<file path="config.mk">
export PLATFORM = sky130hd
export DESIGN_NAME = bs_alu_seq
export DESIGN_NICKNAME = d
export VERILOG_FILES = /design/src/rtl/bs_pkg.sv /design/src/rtl/bs_alu_bit.sv /design/src/rtl/bs_alu_seq.sv
export SDC_FILE = /design/constraint.sdc
export NUM_CORES = 1
export LEC_CHECK = 0
export ABC_CLOCK_PERIOD_IN_PS = 2200
export BUFFER_PORTS_ARGS = -buffer_cell sky130_fd_sc_hd__buf_2
export CELL_PAD_IN_SITES_DETAIL_PLACEMENT = 0
export CELL_PAD_IN_SITES_GLOBAL_PLACEMENT = 1
export CORE_MARGIN = 4
export CORE_UTILIZATION = 35
export CTS_BUF_LIST = sky130_fd_sc_hd__clkbuf_4 sky130_fd_sc_hd__clkbuf_8
export DETAILED_ROUTE_END_ITERATION = 12
export GPL_TIMING_DRIVEN = 0
export PLACE_DENSITY = 0.72
export SLEW_MARGIN = 5
export SYNTH_ARGS = -nofsm -noshare
export SYNTH_HDL_FRONTEND = slang
export SYNTH_SLANG_ARGS = --single-unit
</file>
<file path="constraint.sdc">
create_clock -name i_clk -period 2.2 [get_ports i_clk]
set_input_delay 0.22 -clock i_clk [delete_from_list [all_inputs] [get_ports i_clk]]
set_output_delay 0.22 -clock i_clk [all_outputs]
set_load 0.05 [all_outputs]
</file>
<file path="src/rtl/bs_pkg.sv">
// rtl/bs_pkg.sv - shared types and constants for the bit-serial ALU sequencer
package bs_pkg;

  localparam int GPR_WIDTH = 8;

  typedef enum logic [2:0] {
    ADD = 3'b000,
    SUB = 3'b001,
    AND = 3'b010,
    OR  = 3'b011,
    XOR = 3'b100,
    MOV = 3'b101,
    NOT = 3'b110,
    CLR = 3'b111
  } alu_op_t;

  typedef enum logic [1:0] {
    IDLE = 2'd0,
    RUN  = 2'd1,
    DONE = 2'd2
  } state_t;

endpackage

</file>
<file path="src/rtl/bs_alu_bit.sv">
// rtl/bs_alu_bit.sv - combinational one-bit ALU slice used by the serial sequencer
module bs_alu_bit
  import bs_pkg::*;
(
  input  logic [2:0] i_op,
  input  logic       i_a,
  input  logic       i_b,
  input  logic       i_cin,
  output logic       o_res,
  output logic       o_cout
);

  alu_op_t w_op;
  logic    w_b;

  assign w_op = alu_op_t'(i_op);
  // Subtraction is acc + ~gpr + 1; the +1 comes from the carry preset at start.
  assign w_b  = (w_op == SUB) ? ~i_b : i_b;

  always_comb begin
    o_res  = 1'b0;
    o_cout = 1'b0;
    case (w_op)
      ADD, SUB: begin
        o_res  = i_a ^ w_b ^ i_cin;
        o_cout = (i_a & w_b) | (i_a & i_cin) | (w_b & i_cin);
      end
      AND:     o_res = i_a & i_b;
      OR:      o_res = i_a | i_b;
      XOR:     o_res = i_a ^ i_b;
      MOV:     o_res = i_b;
      NOT:     o_res = ~i_b;
      CLR:     o_res = 1'b0;
      default: o_res = 1'b0;
    endcase
  end

endmodule

</file>
<file path="src/rtl/bs_alu_seq.sv">
// rtl/bs_alu_seq.sv - bit-serial ALU and sequencer driving the shift-register GPR file
module bs_alu_seq
  import bs_pkg::*;
#(
  parameter int WIDTH = GPR_WIDTH,
  parameter int CNT_W = $clog2(WIDTH)
) (
  input  logic             i_clk,
  input  logic             i_rst_n,
  input  logic             i_start,
  input  logic [2:0]       i_op,
  input  logic             i_dest_gpr,
  input  logic             i_gpr_bit,
  output logic             o_con_shift,
  output logic             o_con_write,
  output logic             o_data_in,
  output logic             o_busy,
  output logic             o_done,
  output logic [WIDTH-1:0] o_acc,
  output logic             o_carry,
  output logic             o_zero
);

  state_t           r_state;
  state_t           w_state_nxt;
  alu_op_t          r_op;
  logic             r_dest;
  logic [CNT_W-1:0] r_count;
  logic [WIDTH-1:0] r_acc;
  logic             r_carry_ff;
  logic             r_zero_acc;
  logic             r_carry;
  logic             r_zero;

  logic             w_run;
  logic             w_last;
  logic             w_res;
  logic             w_cout;

  assign w_run  = (r_state == RUN);
  assign w_last = (r_count == CNT_W'(WIDTH - 1));

  bs_alu_bit u_alu_bit (
    .i_op   (r_op),
    .i_a    (r_acc[0]),
    .i_b    (i_gpr_bit),
    .i_cin  (r_carry_ff),
    .o_res  (w_res),
    .o_cout (w_cout)
  );

  always_ff @(posedge i_clk or negedge i_rst_n) begin
    if (!i_rst_n) begin
      r_state <= IDLE;
    end else begin
      r_state <= w_state_nxt;
    end
  end

  always_comb begin
    w_state_nxt = r_state;
    case (r_state)
      IDLE:    if (i_start) w_state_nxt = RUN;
      RUN:     if (w_last)  w_state_nxt = DONE;
      DONE:    w_state_nxt = IDLE;
      default: w_state_nxt = IDLE;
    endcase
  end

  always_ff @(posedge i_clk or negedge i_rst_n) begin
    if (!i_rst_n) begin
      r_op       <= ADD;
      r_dest     <= 1'b0;
      r_count    <= '0;
      r_acc      <= '0;
      r_carry_ff <= 1'b0;
      r_zero_acc <= 1'b0;
      r_carry    <= 1'b0;
      r_zero     <= 1'b0;
    end else begin
      if (r_state == IDLE && i_start) begin
        r_op       <= alu_op_t'(i_op);
        r_dest     <= i_dest_gpr;
        r_count    <= '0;
        r_zero_acc <= 1'b0;
        r_carry_ff <= (alu_op_t'(i_op) == SUB);
      end
      if (w_run) begin
        // When the result goes to the GPR the accumulator just rotates back into place.
        r_acc      <= {(r_dest ? r_acc[0] : w_res), r_acc[WIDTH-1:1]};
        r_carry_ff <= w_cout;
        r_zero_acc <= r_zero_acc | w_res;
        r_count    <= r_count + 1'b1;
        if (w_last) begin
          r_carry <= w_cout;
          r_zero  <= ~(r_zero_acc | w_res);
        end
      end
    end
  end

  assign o_busy      = w_run;
  assign o_con_shift = w_run;
  assign o_con_write = w_run & r_dest;
  assign o_data_in   = w_run & w_res;
  assign o_done      = (r_state == DONE);
  assign o_acc       = r_acc;
  assign o_carry     = r_carry;
  assign o_zero      = r_zero;

endmodule
</file>
== After elaboration in Yosys (flattened, before gate mapping) ==
Cells that the tools add are included.

* Bits in registers: 21
* Latch bits: 0
* Bits in writable memories: 0
* Bits in read-only memories: 0
* Memories kept: 0

* Add/subtract/negate cells: 1
* Multiply operators: 0
* Divide/modulo/power cells: 0
* Order comparisons: 0
* Eq/ne operators: 13
* Shifts and indexed selects: 0
* Multiplexer cells: 13
* Bitwise gates (word level): 15
* Reductions and logical operators: 7

{| class="wikitable"
|+ Operators by type and width
! cell !! count
|-
| $eq 3x3->1 const B || 5
|-
| $mux 1 || 7
|-
| $pmux 1 s7 || 1
|-
| $and 1x1->1 || 6
|-
| $eq 3x1->1 const B || 2
|-
| $eq 3x2->1 const B || 2
|-
| $mux 3 || 2
|-
| $mux 2 || 2
|-
| $or 1x1->1 || 4
|-
| $pmux 2 s2 || 1
|-
| $reduce_and 2->1 || 2
|-
| $add 3x1->3 const B || 1
|-
| $logic_not 3->1 || 1
|-
| $xor 1x1->1 || 3
|-
| $eq 2x1->1 const B || 1
|-
| $eq 2x2->1 const B || 1
|-
| $logic_not 2->1 || 1
|-
| $ne 2x1->1 const B || 1
|-
| $ne 2x2->1 const B || 1
|-
| $not 1->1 || 2
|-
| $reduce_bool 2->1 || 1
|-
| $reduce_or 2->1 || 1
|-
| $logic_and 1x1->1 || 1
|}

== Logic depth before layout (Yosys ltp) ==
* Depth after elaboration: 7
* Gate-level depth with buffers: 7
* Gate-level depth less buffers: 7

== By module ==
From an unflattened synthesis, not the netlist that was laid out.

* Cells, all modules: 94
* Area, all modules: 992.2 um^2

{| class="wikitable"
|+ Modules (own cells, without submodules)
! module !! instances !! cells an instance !! area each (um^2) !! sequential area each (um^2)
|-
| bs_alu_seq || 1 || 78 || 870.8 || 525.5
|-
| bs_alu_bit || 1 || 16 || 121.4 || 0.0
|}

== Worst setup path before layout ==
Ideal clock, no wire load.

* Path kind: reg-to-output
* From: register r_op[2]
* To: output o_data_in
* Arrival time: 2.135 ns
* Slack: -0.155 ns
* Stages on the path, launching flop included: 8
* Buffers on the path: 0
* Path through: dfrtp_1 -> nor2_1 -> nand2_1 -> xnor2_1 -> fa_1 -> a21oi_1 -> a22o_1 -> nor2_1

* Word-level cells in the longest chain between the ends: 6
* Elaborated cells between the ends (all ways): 14
* Classes of those cells: 7 x eq/ne; 2 x mux; 3 x bitwise; 2 x reduce/logical

{| class="wikitable"
|+ Ends and longest elaborated chain
! element !! line !! text
|-
| start, declared || bs_alu_seq.sv:26 || <nowiki>alu_op_t r_op;</nowiki>
|-
| start signal, assigned || bs_alu_seq.sv:82 || <nowiki>r_op <= alu_op_t'(i_op);</nowiki>
|-
| $eq 3x1->1 || bs_alu_bit.sv:18, bs_alu_bit.sv:23 ||
|-
| $mux 1 || bs_alu_bit.sv:18 || <nowiki>assign w_b = (w_op == SUB) ? ~i_b : i_b;</nowiki>
|-
| $xor 1x1->1 (2 in a row) || bs_alu_bit.sv:25 || <nowiki>o_res = i_a ^ w_b ^ i_cin;</nowiki>
|-
| $pmux 1 s7 (*) || bs_alu_bit.sv:23 || <nowiki>case (w_op)</nowiki>
|-
| $and 1x1->1 (*) || bs_alu_seq.sv:105 || <nowiki>assign o_data_in = w_run & w_res;</nowiki>
|-
| end, declared || bs_alu_seq.sv:16 || <nowiki>output logic o_data_in,</nowiki>
|}

Every way passes the cells marked *; elsewhere a longest branch is shown, timed or not.

== Worst setup path after layout ==
Ends and elaborated chain as after synthesis.

==> summary.txt <==
Run status
  • Run status: complete, but fails checks
  • Violated checks: setup timing

Global route
  • Antenna violations before repair: 0
  • First-pass GRT wire length: between 3 and 4 mm
  • Largest net degree at the start of global routing: 22
  • GRT Resource Usage Total: roughly an eighth
  • Vias in the first global route: 797
  • M3 GR Usage: roughly 2.5%
  • Met1 Track Usage GR: 19.6%
  • GRT busiest layer: met1
  • GRT overflow: 0
  • M2 GR Usage: 18.6%

Floorplan
  • Die area: ~0.0037 sq mm
  • Core Area: 0.00259 sq mm
  • Site Rows: 18
  • Die Span Y: 61.1 um
  • Die width: 61.1 um
  • Starting Density: a little under two fifths
  • # IOs: 23

Cells and area
  • Area Overhead vs Synth: 23.2%
  • Ant. Diodes: 0
  • Layout cell share with drive strength beyond 1: 28.1%
  • Final #Nets: 153
  • # fillers: 260

Critical path
  • Crit Path Class: reg2out
  • Crit start category: flip-flop
  • Critical path arrival: ~2100 ps
  • Cell mode on critical path: nor2_2
  • Worst path max stage delay: approximately 480 ps
  • Critical path required time: about 2000 ps
  • Slowest cell on crit path: fa_1
  • CP cell instances: nor2_2, nand2_1, xnor2_1, fa_1, a21oi_1, a22o_1, nor2_2, buf_6
  • Largest fanout on the critical path: 2
  • Worst Setup End Kind: output pin
  • R2r startpoint: r_op[2]
  • CP startpoint: r_op[2]

Logic synthesis
  • Post-synth cell types: 25
  • Mapped Area: 987 sq um
  • Mapped Avg Cell Area: 9.14 sq um
  • Synth area leaders: dfrtp_1, nand2_1, ha_1
  • FF+latch count, synth: 21
  • Yosys warnings: 0
  • Cell taking the most area after synthesis: dfrtp_1
  • Sequential fraction of the synthesis area: 53.2%
  • Synth Instances: ~110
  • Post-synthesis net count: 121
  • Share of the synthesized area in the top cell type: approximately 53%

Timing
  • Fmax: around 0.44 GHz
  • Post-route minimum period: between 2000 and 2500 ps
  • Clock skew: 3.95 ps
  • Hold WS: 103 ps
  • Setup ws final: -91.3 ps
  • Slew headroom: 67.9%
  • Worst slew pin tran: slightly below 500 ps
  • RSZ-0062 raised after global routing: yes
  • Final Cycle Share: 104%
  • Hold Fails Final Rpt: 0
  • Final Max Tran Viols: 0
  • Setup violators final: 1

Placement
  • Post-DP HPWL: between 1.5 and 2 mm
  • GP Congestion: between 0.7 and 0.8
  • PortBufs: 22

Clock network
  • Total clock sinks: 21
  • CTS H-tree depth: 1
  • Clk buf depth: 2
  • CTS tree: done
  • CTS clock-pin slew for the worst setup and hold paths: 110 ps
  • CTS buffer count: 3
  • Root Driver: clkbuf_4
  • Worst-Skew Late Latency: 300 ps

Run
  • Max-capacitance violation count: 0

Routing
  • DRC errors left: 0
  • Detailed-route via count: 823
  • Via-per-instance ratio: 4.87
  • Drt initial violations: 30
  • DR WL/cell: 12.4 um
  • Routed Antenna Nets: 0
  • Drt total wl: 2.10 mm
  • Detailed Routing Iterations Pass 1: 4

Worst hold path
  • Worst Hold Class: in2reg
  • Hold Path Origin: i_dest_gpr
sequential cells by signal, indices dropped and copies added (netlist names), 2 cells and up:
register / flops
o_acc: 8
r_count: 3
r_op: 3
r_state: 2
synth_stat cells:
master	number
o211ai_1	1
a22o_1	2
xnor2_1	1
a211oi_1	1
nor2b_1	1
nor3_1	1
inv_1	4
o31ai_2	1
and3_1	1
mux2i_1	1
and2_1	2
o31ai_1	1
o21ai_0	8
fa_1	1
nor2_1	5
inv_2	1
ha_1	4
nand2b_1	1
dfrtp_1	21
nand2_1	40
nand3_1	1
buf_4	3
a21oi_1	3
buf_2	2
clkbuf_1	1
per-layer routing:
| layer | up-vias | share of wire [%] |
|---|---|---|
| met3 | 4 | 5.2 |
| met4 | 0 | 1.7 |
| li1 | 407 | - |
| met2 | 23 | 46 |
| met1 | 389 | 47 |
| met5 | - | 0 |
critical path, delay by kind of cell (launching register included):
| kind | cells | cell delay, ps |
|---|---|---|
| fa+ha+maj | 1 | 480 |
| flops | 1 | 420 |
| simple gates | 3 | 300 |
| compound gates | 2 | 270 |
| buf+inv | 1 | 160 |
| xor+xnor | 1 | 140 |
final timing paths:
check                      cells past startpoint          to  slack [ps]
max                                            8   o_data_in         -90
max reg2reg                                    8      o_zero         250
min in group asynchronous                      2  r_count[1]         400
max in group asynchronous                      2    o_acc[7]        1480
min reg2reg                                    2    o_acc[3]         500
min                                            3      r_dest         100
what timing repair did:
action	CTS	global route
gates resized for setup	3	0
pin swaps	2	1
hold endpoints to repair	21	0
setup endpoints to repair	1	1
hold buffers	1	0
buffers inserted	4	0
layout by cell type, fill, tap and decap left out, drive strengths merged:
cell	instances
a211oi	1
a21oi	3
a22o	2
and2	2
and3	1
buf	31
clkbuf	5
dfrtp	21
dlygate4sd3	1
fa	1
ha	4
inv	5
mux2i	1
nand2	40
nand2b	1
nand3	1
nor2	5
nor2b	1
nor3	1
o211ai	1
o21ai	8
o31ai	2
xnor2	1
stage by stage:
stage / setup WS, ps / std cells / utilization, % / setup TNS (ps) / area, sq um
2_1_floorplan: 67.5 / 108 / - / 0 / 990
3_3_place_gp: 51.2 / 160 / 43.9 / 0 / 1140
3_5_place_dp: 49.2 / 160 / 43.9 / 0 / 1140
4_1_cts: -101 / 169 / 47.0 / -101 / 1220
5_1_grt: -203 / 169 / 47.0 / -203 / 1220
6_report: -91.3 / 169 / 47.0 / -91.3 / 1220
cells by family after synthesis:
group,after synthesis,synth area share (%)
mux,1,1.01
xor+xnor,1,0.887
fa+ha+maj,5,7.10
compound gates,17,10.9
buf+inv,11,5.58
flops,21,53.2
simple gates,52,21.3
cell type report:
type | count | area (sq um) | area share, %
Timing Repair Buffer | 27 | 156 | 12.9
Tap cell | 30 | 37.5 | 3.09
Multi-Input combinational cell | 76 | 412 | 33.8
Buffer | 6 | 36.3 | 2.98
Sequential cell | 21 | 526 | 43.2
Clock buffer | 4 | 30.0 | 2.47
Inverter | 5 | 18.8 | 1.54
Power is left out: the tool's default activity adds up to more than one toggle a clock period on the data nets, which glitch-free logic cannot reach.
